===== config.mk =====
export PLATFORM = sky130hd
export DESIGN_NAME = diff_rx
export DESIGN_NICKNAME = d
export VERILOG_FILES = /design/src/rtl/diff_pkg.sv /design/src/rtl/sync_2ff.sv /design/src/rtl/diff_rx.sv
export SDC_FILE = /design/constraint.sdc
export NUM_CORES = 1
export LEC_CHECK = 0
export CORE_MARGIN = 1
export CORE_UTILIZATION = 47
export CTS_BUF_LIST = sky130_fd_sc_hd__clkbuf_2 sky130_fd_sc_hd__clkbuf_4 sky130_fd_sc_hd__clkbuf_8
export CTS_CLUSTER_DIAMETER = 30
export DETAILED_ROUTE_END_ITERATION = 16
export MAX_ROUTING_LAYER = met4
export PLACE_DENSITY_LB_ADDON = 0.25
export SYNTH_ARGS = -nofsm -noshare
export SYNTH_HDL_FRONTEND = slang
export SYNTH_SLANG_ARGS = --single-unit
export TNS_END_PERCENT = 1

===== constraint.sdc =====
create_clock -name clk_in -period 3.11 [get_ports clk_in]
set_input_delay 0.622 -clock clk_in [delete_from_list [all_inputs] [get_ports clk_in]]
set_output_delay 0.622 -clock clk_in [all_outputs]
set_load 0.05 [all_outputs]

===== src/rtl/diff_pkg.sv =====
// Shared definitions for the pulse-width-coded serial link (diff_tx / diff_rx).
// Holds frame size, default timing thresholds, state/symbol enums and the symbol classifier.
package diff_pkg;

   localparam int unsigned FRAME_BITS = 26;

   localparam int unsigned DEF_DATA_PERIOD  = 20;
   localparam int unsigned DEF_ZERO_MAX_LOW = 7;
   localparam int unsigned DEF_ONE_MIN_LOW  = 13;
   localparam int unsigned DEF_MIN_LOW      = 2;

   typedef enum logic [1:0] {
      IDLE,
      LOW,
      HIGH,
      RECOVER
   } rx_state_t;

   typedef enum logic [1:0] {
      SYM_SYNC,
      SYM_ZERO,
      SYM_ONE,
      SYM_BAD
   } symbol_t;

   // Decode a measured low time into a symbol; anything outside the bands is SYM_BAD.
   function automatic symbol_t classify(input int unsigned low_time,
                                        input int unsigned min_low,
                                        input int unsigned zero_max_low,
                                        input int unsigned one_min_low,
                                        input int unsigned data_period);
      symbol_t sym;
      if (low_time < min_low) begin
         sym = SYM_BAD;
      end else if (low_time <= zero_max_low) begin
         sym = SYM_ZERO;
      end else if (low_time < one_min_low) begin
         sym = SYM_SYNC;
      end else if (low_time < data_period) begin
         sym = SYM_ONE;
      end else begin
         sym = SYM_BAD;
      end
      return sym;
   endfunction

endpackage


===== src/rtl/sync_2ff.sv =====
// Two-flop synchronizer for a single asynchronous bit, with a selectable reset value.
module sync_2ff #(
   parameter logic RST_VAL = 1'b1
) (
   input  logic clk,
   input  logic rst,
   input  logic d,
   output logic q
);

   logic meta;

   always_ff @(posedge clk) begin
      if (rst) begin
         meta <= RST_VAL;
         q    <= RST_VAL;
      end else begin
         meta <= d;
         q    <= meta;
      end
   end

endmodule


===== src/rtl/diff_rx.sv =====
// Pulse-width-coded serial receiver: measures each symbol's low time, decodes SYNC/ZERO/ONE
// and assembles MSB-first frames framed by a leading and trailing SYNC.
module diff_rx
   import diff_pkg::*;
#(
   parameter int unsigned DATA_PERIOD  = DEF_DATA_PERIOD,
   parameter int unsigned ZERO_MAX_LOW = DEF_ZERO_MAX_LOW,
   parameter int unsigned ONE_MIN_LOW  = DEF_ONE_MIN_LOW,
   parameter int unsigned MIN_LOW      = DEF_MIN_LOW
) (
   input  logic                  clk_in,
   input  logic                  rst_in,
   input  logic                  data_in,
   output logic [FRAME_BITS-1:0] data_out,
   output logic                  valid_out,
   output logic                  error_out
);

   localparam int unsigned CNT_W = $clog2(2 * DATA_PERIOD + 1);

   localparam logic [CNT_W-1:0] CNT_ONE    = CNT_W'(1);
   localparam logic [CNT_W-1:0] CNT_MAX    = '1;
   localparam logic [CNT_W-1:0] LOW_LIMIT  = CNT_W'(DATA_PERIOD);
   localparam logic [CNT_W-1:0] PER_MAX    = CNT_W'(DATA_PERIOD + DATA_PERIOD / 2);
   localparam logic [CNT_W-1:0] PER_MIN    = CNT_W'(DATA_PERIOD / 2);
   localparam logic [CNT_W-1:0] QUIET_LAST = CNT_W'(2 * DATA_PERIOD - 1);
   localparam logic [4:0]       LAST_IDX   = 5'(FRAME_BITS + 1);

   logic line;
   logic line_d;
   logic fall;
   logic rise;

   rx_state_t             state_q, state_d;
   logic [CNT_W-1:0]      low_cnt_q, low_cnt_d;
   logic [CNT_W-1:0]      per_cnt_q, per_cnt_d;
   logic [CNT_W-1:0]      quiet_cnt_q, quiet_cnt_d;
   logic [4:0]            sym_idx_q, sym_idx_d;
   logic [FRAME_BITS-1:0] shift_q, shift_d;
   logic [FRAME_BITS-1:0] data_q, data_d;
   logic                  valid_q, valid_d;
   logic                  error_q, error_d;

   logic [CNT_W-1:0] low_inc;
   logic [CNT_W-1:0] per_inc;
   symbol_t          sym;
   logic             err;

   sync_2ff #(
      .RST_VAL(1'b1)
   ) u_sync (
      .clk(clk_in),
      .rst(rst_in),
      .d  (data_in),
      .q  (line)
   );

   assign fall = line_d & ~line;
   assign rise = ~line_d & line;

   assign low_inc = (low_cnt_q == CNT_MAX) ? low_cnt_q : low_cnt_q + 1'b1;
   assign per_inc = (per_cnt_q == CNT_MAX) ? per_cnt_q : per_cnt_q + 1'b1;

   assign sym = classify(32'(low_cnt_q), MIN_LOW, ZERO_MAX_LOW, ONE_MIN_LOW, DATA_PERIOD);

   always_ff @(posedge clk_in) begin
      if (rst_in) begin
         line_d      <= 1'b1;
         state_q     <= IDLE;
         low_cnt_q   <= '0;
         per_cnt_q   <= '0;
         quiet_cnt_q <= '0;
         sym_idx_q   <= '0;
         shift_q     <= '0;
         data_q      <= '0;
         valid_q     <= 1'b0;
         error_q     <= 1'b0;
      end else begin
         line_d      <= line;
         state_q     <= state_d;
         low_cnt_q   <= low_cnt_d;
         per_cnt_q   <= per_cnt_d;
         quiet_cnt_q <= quiet_cnt_d;
         sym_idx_q   <= sym_idx_d;
         shift_q     <= shift_d;
         data_q      <= data_d;
         valid_q     <= valid_d;
         error_q     <= error_d;
      end
   end

   always_comb begin
      state_d     = state_q;
      low_cnt_d   = low_cnt_q;
      per_cnt_d   = per_cnt_q;
      quiet_cnt_d = quiet_cnt_q;
      sym_idx_d   = sym_idx_q;
      shift_d     = shift_q;
      data_d      = data_q;
      valid_d     = 1'b0;
      error_d     = 1'b0;
      err         = 1'b0;

      unique case (state_q)
         IDLE: begin
            if (fall) begin
               state_d   = LOW;
               low_cnt_d = CNT_ONE;
               per_cnt_d = CNT_ONE;
               sym_idx_d = '0;
               shift_d   = '0;
            end
         end

         LOW: begin
            low_cnt_d = line ? low_cnt_q : low_inc;
            per_cnt_d = per_inc;
            // The low-time limit is checked before the rise so a late rise still aborts.
            if (low_cnt_q >= LOW_LIMIT) begin
               err = 1'b1;
            end else if (rise) begin
               if (sym_idx_q == '0) begin
                  if (sym == SYM_SYNC) state_d = HIGH;
                  else                 err     = 1'b1;
               end else if (sym_idx_q == LAST_IDX) begin
                  if (sym == SYM_SYNC) begin
                     data_d  = shift_q;
                     valid_d = 1'b1;
                     state_d = IDLE;
                  end else begin
                     err = 1'b1;
                  end
               end else if (sym == SYM_ZERO || sym == SYM_ONE) begin
                  shift_d = {shift_q[FRAME_BITS-2:0], (sym == SYM_ONE)};
                  state_d = HIGH;
               end else begin
                  err = 1'b1;
               end
            end
         end

         HIGH: begin
            per_cnt_d = per_inc;
            if (per_cnt_q > PER_MAX) begin
               err = 1'b1;
            end else if (fall) begin
               if (per_cnt_q < PER_MIN) begin
                  err = 1'b1;
               end else begin
                  state_d   = LOW;
                  sym_idx_d = sym_idx_q + 1'b1;
                  low_cnt_d = CNT_ONE;
                  per_cnt_d = CNT_ONE;
               end
            end
         end

         RECOVER: begin
            if (!line) begin
               quiet_cnt_d = '0;
            end else if (quiet_cnt_q == QUIET_LAST) begin
               state_d = IDLE;
            end else begin
               quiet_cnt_d = quiet_cnt_q + 1'b1;
            end
         end

         default: state_d = IDLE;
      endcase

      if (err) begin
         error_d     = 1'b1;
         state_d     = RECOVER;
         quiet_cnt_d = '0;
      end
   end

   assign data_out  = data_q;
   assign valid_out = valid_q;
   assign error_out = error_q;

endmodule

# == After elaboration in Yosys (flattened, before gate mapping) ==
# Cells that the tools add are included.
# op_classes
add_sub_neg,4
magnitude_cmp,7
n_eq_ne,32
muxes,57
n_bitwise,9
reduce_logical,16
# ops
cell,n
26-bit 2-to-1 mux,6
6-bit 2-to-1 mux,12
26-bit case mux with 2 select lines,1
6-bit case mux with 3 select lines,2
2-bit 2-to-1 mux,17
2-bit inequality test (second input constant),12
3-bit inequality test (second input constant),7
5-bit 2-to-1 mux,4
6-bit by 1-bit adder with 6-bit output (second input constant),3
6-bit equality test (second input constant),3
7-bit AND reduction,2
6-bit by 4-bit < comparator with 1-bit output (second input constant),2
1-bit 2-to-1 mux,12
11-bit AND reduction,1
5-bit case mux with 2 select lines,1
4-bit inequality test (second input constant),2
2-bit case mux with 4 select lines,1
1-bit inverter,7
2-bit equality test (second input constant),3
6-bit by 5-bit >= comparator with 1-bit output (second input constant),1
6-bit by 5-bit > comparator with 1-bit output (second input constant),1
6-bit by 3-bit <= comparator with 1-bit output (second input constant),1
6-bit by 2-bit < comparator with 1-bit output (second input constant),1
6-bit by 5-bit < comparator with 1-bit output (second input constant),1
other kinds (17),22
# word_totals
reg_bits,82
inputBits,3
output_inout_bits,28

# == Logic depth before layout (Yosys ltp) ==
# depth
depth_word,15
mapped_depth,12
depth_no_buf,11

# == Cells and area by module ==
# A second synthesis with hierarchy kept.
# hier_totals
cells_unflattened,467
hier_area_um2,3827.4
# by_module_without_submodules
mod,n_inst,cells_each,area_per_inst_um2
diff_rx,1,463,3774.9
sync_2ff,1,4,52.6

# == Worst setup path after synthesis ==
# Ideal clock, no wire load.
# synth_path
kind,register to register
start,register low_cnt_q[0]
end,register state_q[1]
setup_time_ps,122
arrival_ps,2434
t_required_ps,2988
setup_slack_ps,554
stages_incl_launch_ff,11
path_buffers,0
cell_sequence,dfxtp_1 -> inv_1 -> ha_1 -> nor2_1 -> or4_1 -> ha_1 -> or3_4 -> a21oi_1 -> o2111a_2 -> or3b_1 -> o311a_1
# synth_between
elab_chain_cells,15
word_cells_on_any_way,33
classes_between,order compare (5); eq/ne (13); mux (12); reduce/logical (3)
# synth_rtl
item,line_no,text
"start, declared",diff_rx.sv:35,"logic [CNT_W-1:0] low_cnt_q, low_cnt_d;"
"start signal, assigned",diff_rx.sv:81,low_cnt_q <= low_cnt_d;
6-bit by 5-bit < comparator with 1-bit output,diff_pkg.sv:39,end else if (low_time < data_period) begin
1-bit 2-to-1 mux,diff_pkg.sv:39,
2-bit 2-to-1 mux,diff_pkg.sv:37,end else if (low_time < one_min_low) begin
2-bit 2-to-1 mux,diff_pkg.sv:35,end else if (low_time <= zero_max_low) begin
2-bit 2-to-1 mux,diff_pkg.sv:33,if (low_time < min_low) begin
2-bit by 1-bit equality test with 1-bit output / 2-bit equality test (equally long branches),diff_rx.sv:133,end else if (sym == SYM_ZERO || sym == SYM_ONE) begin
1-bit logical OR,diff_rx.sv:133,
1-bit 2-to-1 mux,diff_rx.sv:133,
1-bit 2-to-1 mux,diff_rx.sv:125,end else if (sym_idx_q == LAST_IDX) begin
1-bit 2-to-1 mux,diff_rx.sv:122,if (sym_idx_q == '0) begin
1-bit 2-to-1 mux,diff_rx.sv:121,end else if (rise) begin
1-bit 2-to-1 mux,diff_rx.sv:119,if (low_cnt_q >= LOW_LIMIT) begin
1-bit case mux with 2 select lines,diff_rx.sv:104,unique case (state_q)
"5-bit inequality test (no line), or another cell as far along",--,
11-bit AND reduction (no line),--,
"end signal, assigned",diff_rx.sv:80,state_q <= state_d;
"end, declared",diff_rx.sv:34,"rx_state_t state_q, state_d;"
# Several ways; a longest one is shown, not always the timed one.
# A chain may end at the register's enable or synchronous reset.

# == Worst setup path after layout ==
# Ends and elaborated chain as after synthesis.

==> insert_results.sql <==
INSERT INTO impl_metrics (metric_group, metric, value, unit) VALUES
('outcome', 'run_status', 'finished, final reports clean', ''),
('global_route', 'via_count_of_the_first_global_routing_pass', '2627', ''),
('synthesis', 'syn-mean-instance-area', '8.470', 'um^2'),
('clock_tree', 'tritoncts_buffers', '9', ''),
('synthesis', 'synth-warning-count', '0', ''),
('final_layout', 'area.sequential', '1642', 'um^2'),
('worst_setup_path', 'critPathRequiredTime', '3.36', 'ns'),
('die', 'start_util', '48.70', '%'),
('route', 'vias', '2951', ''),
('synthesis', 'syn_nets', '434', ''),
('route', 'initialDrtViolationCount', '151', ''),
('route', 'postRouteAntennaNets', '0', ''),
('power_and_ir_drop', 'maximum_vdd_drop', '268.4', 'uV'),
('timing', 'fin_tns_setup', '0', 'ns'),
('timing', 'final_number_of_hold_violating_endpoints', '0', ''),
('global_route', 'grt_antenna_before_repair', '0', ''),
('clock_tree', 'ctsHoldBuffers', '0', ''),
('worst_setup_path', 'worst_ep_arrival_time', '3.00', 'ns'),
('synthesis', 'synth_edf_count', '0', ''),
('timing', 'timing_max_transition_violations_final', '0', ''),
('clock_tree', 'clock_latency', '0.36', 'ns'),
('place', 'dpl.hpwl', '4699', 'um'),
('synthesis', 'synth.lib_cells_used.distinct', '48', ''),
('final_layout', 'fillerInstances', '675', ''),
('route', 'route.detailed.drc', '0', ''),
('clock_tree', 'htreeDepth', '3', ''),
('synthesis', 'synthesis.instances', '417', ''),
('final_layout', 'final_cells', '546', ''),
('die', 'rows', '31', ''),
('die', 'floorplan.io_pins', '31', ''),
('final_layout', 'fin_nets', '459', ''),
('power_and_ir_drop', 'finalPower', '2429', 'uW'),
('clock_tree', 'postCtsResizedCells', '0', ''),
('worst_setup_path', 'cp_launch_type', 'flip-flop', ''),
('final_layout', 'layout-drive-gt1-share', '7.159', '%'),
('min_path', 'hold_class', 'flip-flop to flip-flop', ''),
('timing', 'slew_headroom', '57.71', '%'),
('power_and_ir_drop', 'p_leak', '0.001463', 'uW'),
('clock_tree', 'clock_sink_count', '82', ''),
('die', 'fp.dieH', '88.69', 'um'),
('clock_tree', 'cts-root-to-sink-buffers', '2', ''),
('worst_setup_path', 'element_type_at_the_critical_path_end', 'flip-flop', ''),
('route', 'drt-pass1-iter-count', '4', ''),
('timing', 'max_slew.worst_pin.slew', '0.6255', 'ns'),
('die', 'floorplan.die_area', '7866', 'um^2'),
('timing', 'achievable-frequency', '363.6', 'MHz'),
('power_and_ir_drop', 'power.density_cell_area', '587.7', 'nW/um^2'),
('synthesis', 'dominantRegCellSynth', 'sky130_fd_sc_hd__dfxtp_1', ''),
('timing', 'layout_worst_path_cycle_share', '88.45', '%'),
('synthesis', 'yosysSeqAreaShare', '46.48', '%'),
('clock_tree', 'cts_tree', 'yes', ''),
('place', 'io_buffer_count', '30', ''),
('route', 'routedWlPerCell', '13.27', 'um'),
('timing', 'finalCriticalPeriod', '2.751', 'ns'),
('global_route', 'globalRoute.totalOverflow', '0', ''),
('global_route', 'grt_max_degree', '48', ''),
('synthesis', 'netlist_area', '3532', 'um^2'),
('die', 'core_area', '7253', 'um^2'),
('final_layout', 'layout.core_utilization', '56.98', '%'),
('final_layout', 'syn_to_final_growth', '17.00', '%'),
('place', 'place_congestion', '0.8636', ''),
('timing', 'hold_slack', '0.4155', 'ns'),
('timing', 'grt_setup_unrepaired', 'false', ''),
('global_route', 'grt_first_pass_wirelength', '12140', 'um'),
('job', 'drv.max_cap_violation_count', '0', ''),
('place', 'cell_total_after_placement', '530', ''),
('clock_tree', 'cts-root-buf', 'sky130_fd_sc_hd__clkbuf_8', ''),
('clock_tree', 'clock_slew_at_the_register_clock_pins_of_the_worst_setup_and_hold_paths', '0.09', 'ns'),
('final_layout', 'multiInputGateArea', '1743', 'um^2'),
('synthesis', 'synth_seq_cells', '82', ''),
('route', 'totalWireLength', '7245', 'um'),
('route', 'vias_per_cell', '5.405', ''),
('worst_setup_path', 'worst-path-max-fanout', '4', ''),
('worst_setup_path', 'worst-setup-path-type', 'flip-flop to flip-flop', ''),
('synthesis', 'synthArstFlopShare', '0', '%'),
('clock_tree', 'postCtsSetupBuffers', '0', ''),
('timing', 'final_setup_viols', '0', ''),
('die', 'die-width', '88.69', 'um'),
('global_route', 'grtUsageTotal', '20.80', '%'),
('final_layout', 'num_antenna_cells', '0', ''),
('timing', 'fin_worst_skew', '0.008615', 'ns');
## synthesized netlist by cell type (2+ instances only)
master                     count  share of area (%)
sky130_fd_sc_hd__nor2_1       50                5.3
sky130_fd_sc_hd__or2_2         3               0.53
sky130_fd_sc_hd__and3b_1       2               0.50
sky130_fd_sc_hd__ha_1         14                5.0
sky130_fd_sc_hd__buf_2         4               0.57
sky130_fd_sc_hd__and2_1        3               0.53
sky130_fd_sc_hd__nand2_1      66                7.0
sky130_fd_sc_hd__a22oi_1      29                6.2
sky130_fd_sc_hd__nor4b_1       2               0.50
sky130_fd_sc_hd__a221oi_1      2               0.50
sky130_fd_sc_hd__nor2b_1       3               0.53
sky130_fd_sc_hd__o21ai_0       7               0.99
sky130_fd_sc_hd__a211oi_1      5                1.1
sky130_fd_sc_hd__dfxtp_1      82                 46
sky130_fd_sc_hd__o21ai_1       3               0.42
sky130_fd_sc_hd__nor3b_1       2               0.42
sky130_fd_sc_hd__xor2_1        8                2.0
sky130_fd_sc_hd__clkbuf_1     16                1.7
sky130_fd_sc_hd__inv_1        14                1.5
sky130_fd_sc_hd__and3_1        7                1.2
sky130_fd_sc_hd__mux2i_1       2               0.57
sky130_fd_sc_hd__nand2b_1      4               0.71
sky130_fd_sc_hd__a21oi_1      35                5.0
sky130_fd_sc_hd__nand3_1      10                1.4
sky130_fd_sc_hd__nand4_1       8                1.4
sky130_fd_sc_hd__xnor2_1       3               0.74
sky130_fd_sc_hd__nor3_1       12                1.7
## metal layers
layer	track usage (%)	wire length, um
met1	25.95	3520
met2	31.96	3329
met3	6.157	283
met4	7.331	112
met5	-	0
## flip-flops by register name, summed over array words and instances, names as in the netlist
name / cells
line_d: 1
state_q: 2
sym_idx_q: 5
per_cnt_q: 6
shift_q: 26
low_cnt_q: 6
u_sync.meta: 1
quiet_cnt_q: 6
u_sync.q: 1
valid_out: 1
data_out: 26
error_out: 1
## worst max-delay path, cell delays in order (launching register included)
cell	delay [ns]
sky130_fd_sc_hd__dfxtp_1	0.34
sky130_fd_sc_hd__inv_1	0.10
sky130_fd_sc_hd__ha_1	0.15
sky130_fd_sc_hd__nor2_1	0.04
sky130_fd_sc_hd__or4_1	0.42
sky130_fd_sc_hd__ha_1	0.32
sky130_fd_sc_hd__or3_4	0.40
sky130_fd_sc_hd__a21oi_1	0.15
sky130_fd_sc_hd__o2111a_2	0.23
sky130_fd_sc_hd__or3b_1	0.36
sky130_fd_sc_hd__o311a_1	0.13
## final cells by class
type                    instances  area share (%)
multi-input cells             299           42.17
flip-flops and latches         82           39.72
clock inverters                 6           2.271
repair buffers                 36           8.235
clock buffers                  10           3.330
well taps                      99           2.997
inverters                      14           1.272
## path summary, 6_finish.rpt
kind | startpoint | end | slack, ns | cells past startpoint
setup / recovery | low_cnt_q[0] | state_q[1] | 0.36 | 10
hold reg to reg | u_sync.meta | u_sync.q | 0.42 | 1
hold / removal | u_sync.meta | u_sync.q | 0.42 | 1
setup reg to reg | low_cnt_q[0] | state_q[1] | 0.36 | 10
## layout by cell type, fill, tap and decap left out, types with 4 or more instances in the layout
master / n
sky130_fd_sc_hd__a211oi_1: 5
sky130_fd_sc_hd__a21oi_1: 35
sky130_fd_sc_hd__a22oi_1: 29
sky130_fd_sc_hd__and3_1: 7
sky130_fd_sc_hd__buf_4: 6
sky130_fd_sc_hd__clkbuf_8: 10
sky130_fd_sc_hd__clkdlybuf4s50_1: 29
sky130_fd_sc_hd__dfxtp_1: 82
sky130_fd_sc_hd__ha_1: 14
sky130_fd_sc_hd__inv_1: 14
sky130_fd_sc_hd__nand2_1: 66
sky130_fd_sc_hd__nand2b_1: 4
sky130_fd_sc_hd__nand3_1: 10
sky130_fd_sc_hd__nand4_1: 8
sky130_fd_sc_hd__nor2_1: 50
sky130_fd_sc_hd__nor3_1: 12
sky130_fd_sc_hd__o21ai_0: 7
sky130_fd_sc_hd__xor2_1: 8
## metrics by stage
step           area, um^2  setup slack (ns)
6_report             4133            0.3594
3_5_place_dp         3901            0.4092
3_3_place_gp         3901            0.4810
5_1_grt              4133            0.2152
4_1_cts              4133            0.3742
2_1_floorplan        3532            0.5543
## power by group
part	internal (uW)	switching [uW]	total (uW)
combinational	144	275	419
clock	482	412	894
sequential	1080	37.3	1120
total	1700	724	2430
## kinds of logic (layout without fill, tap and decap cells)
kind of cell    count (synthesis)  in the layout  share of synthesized area [%]
simple gates                  180            180                          23.84
compound gates                 92             92                          17.25
flops                          82             82                          46.48
buf+inv                        36             66                          4.180
fa+ha+maj                      14             14                          4.959
xor+xnor                       11             11                          2.728
mux                             2              2                         0.5668
(Power assumes the default switching activity.)
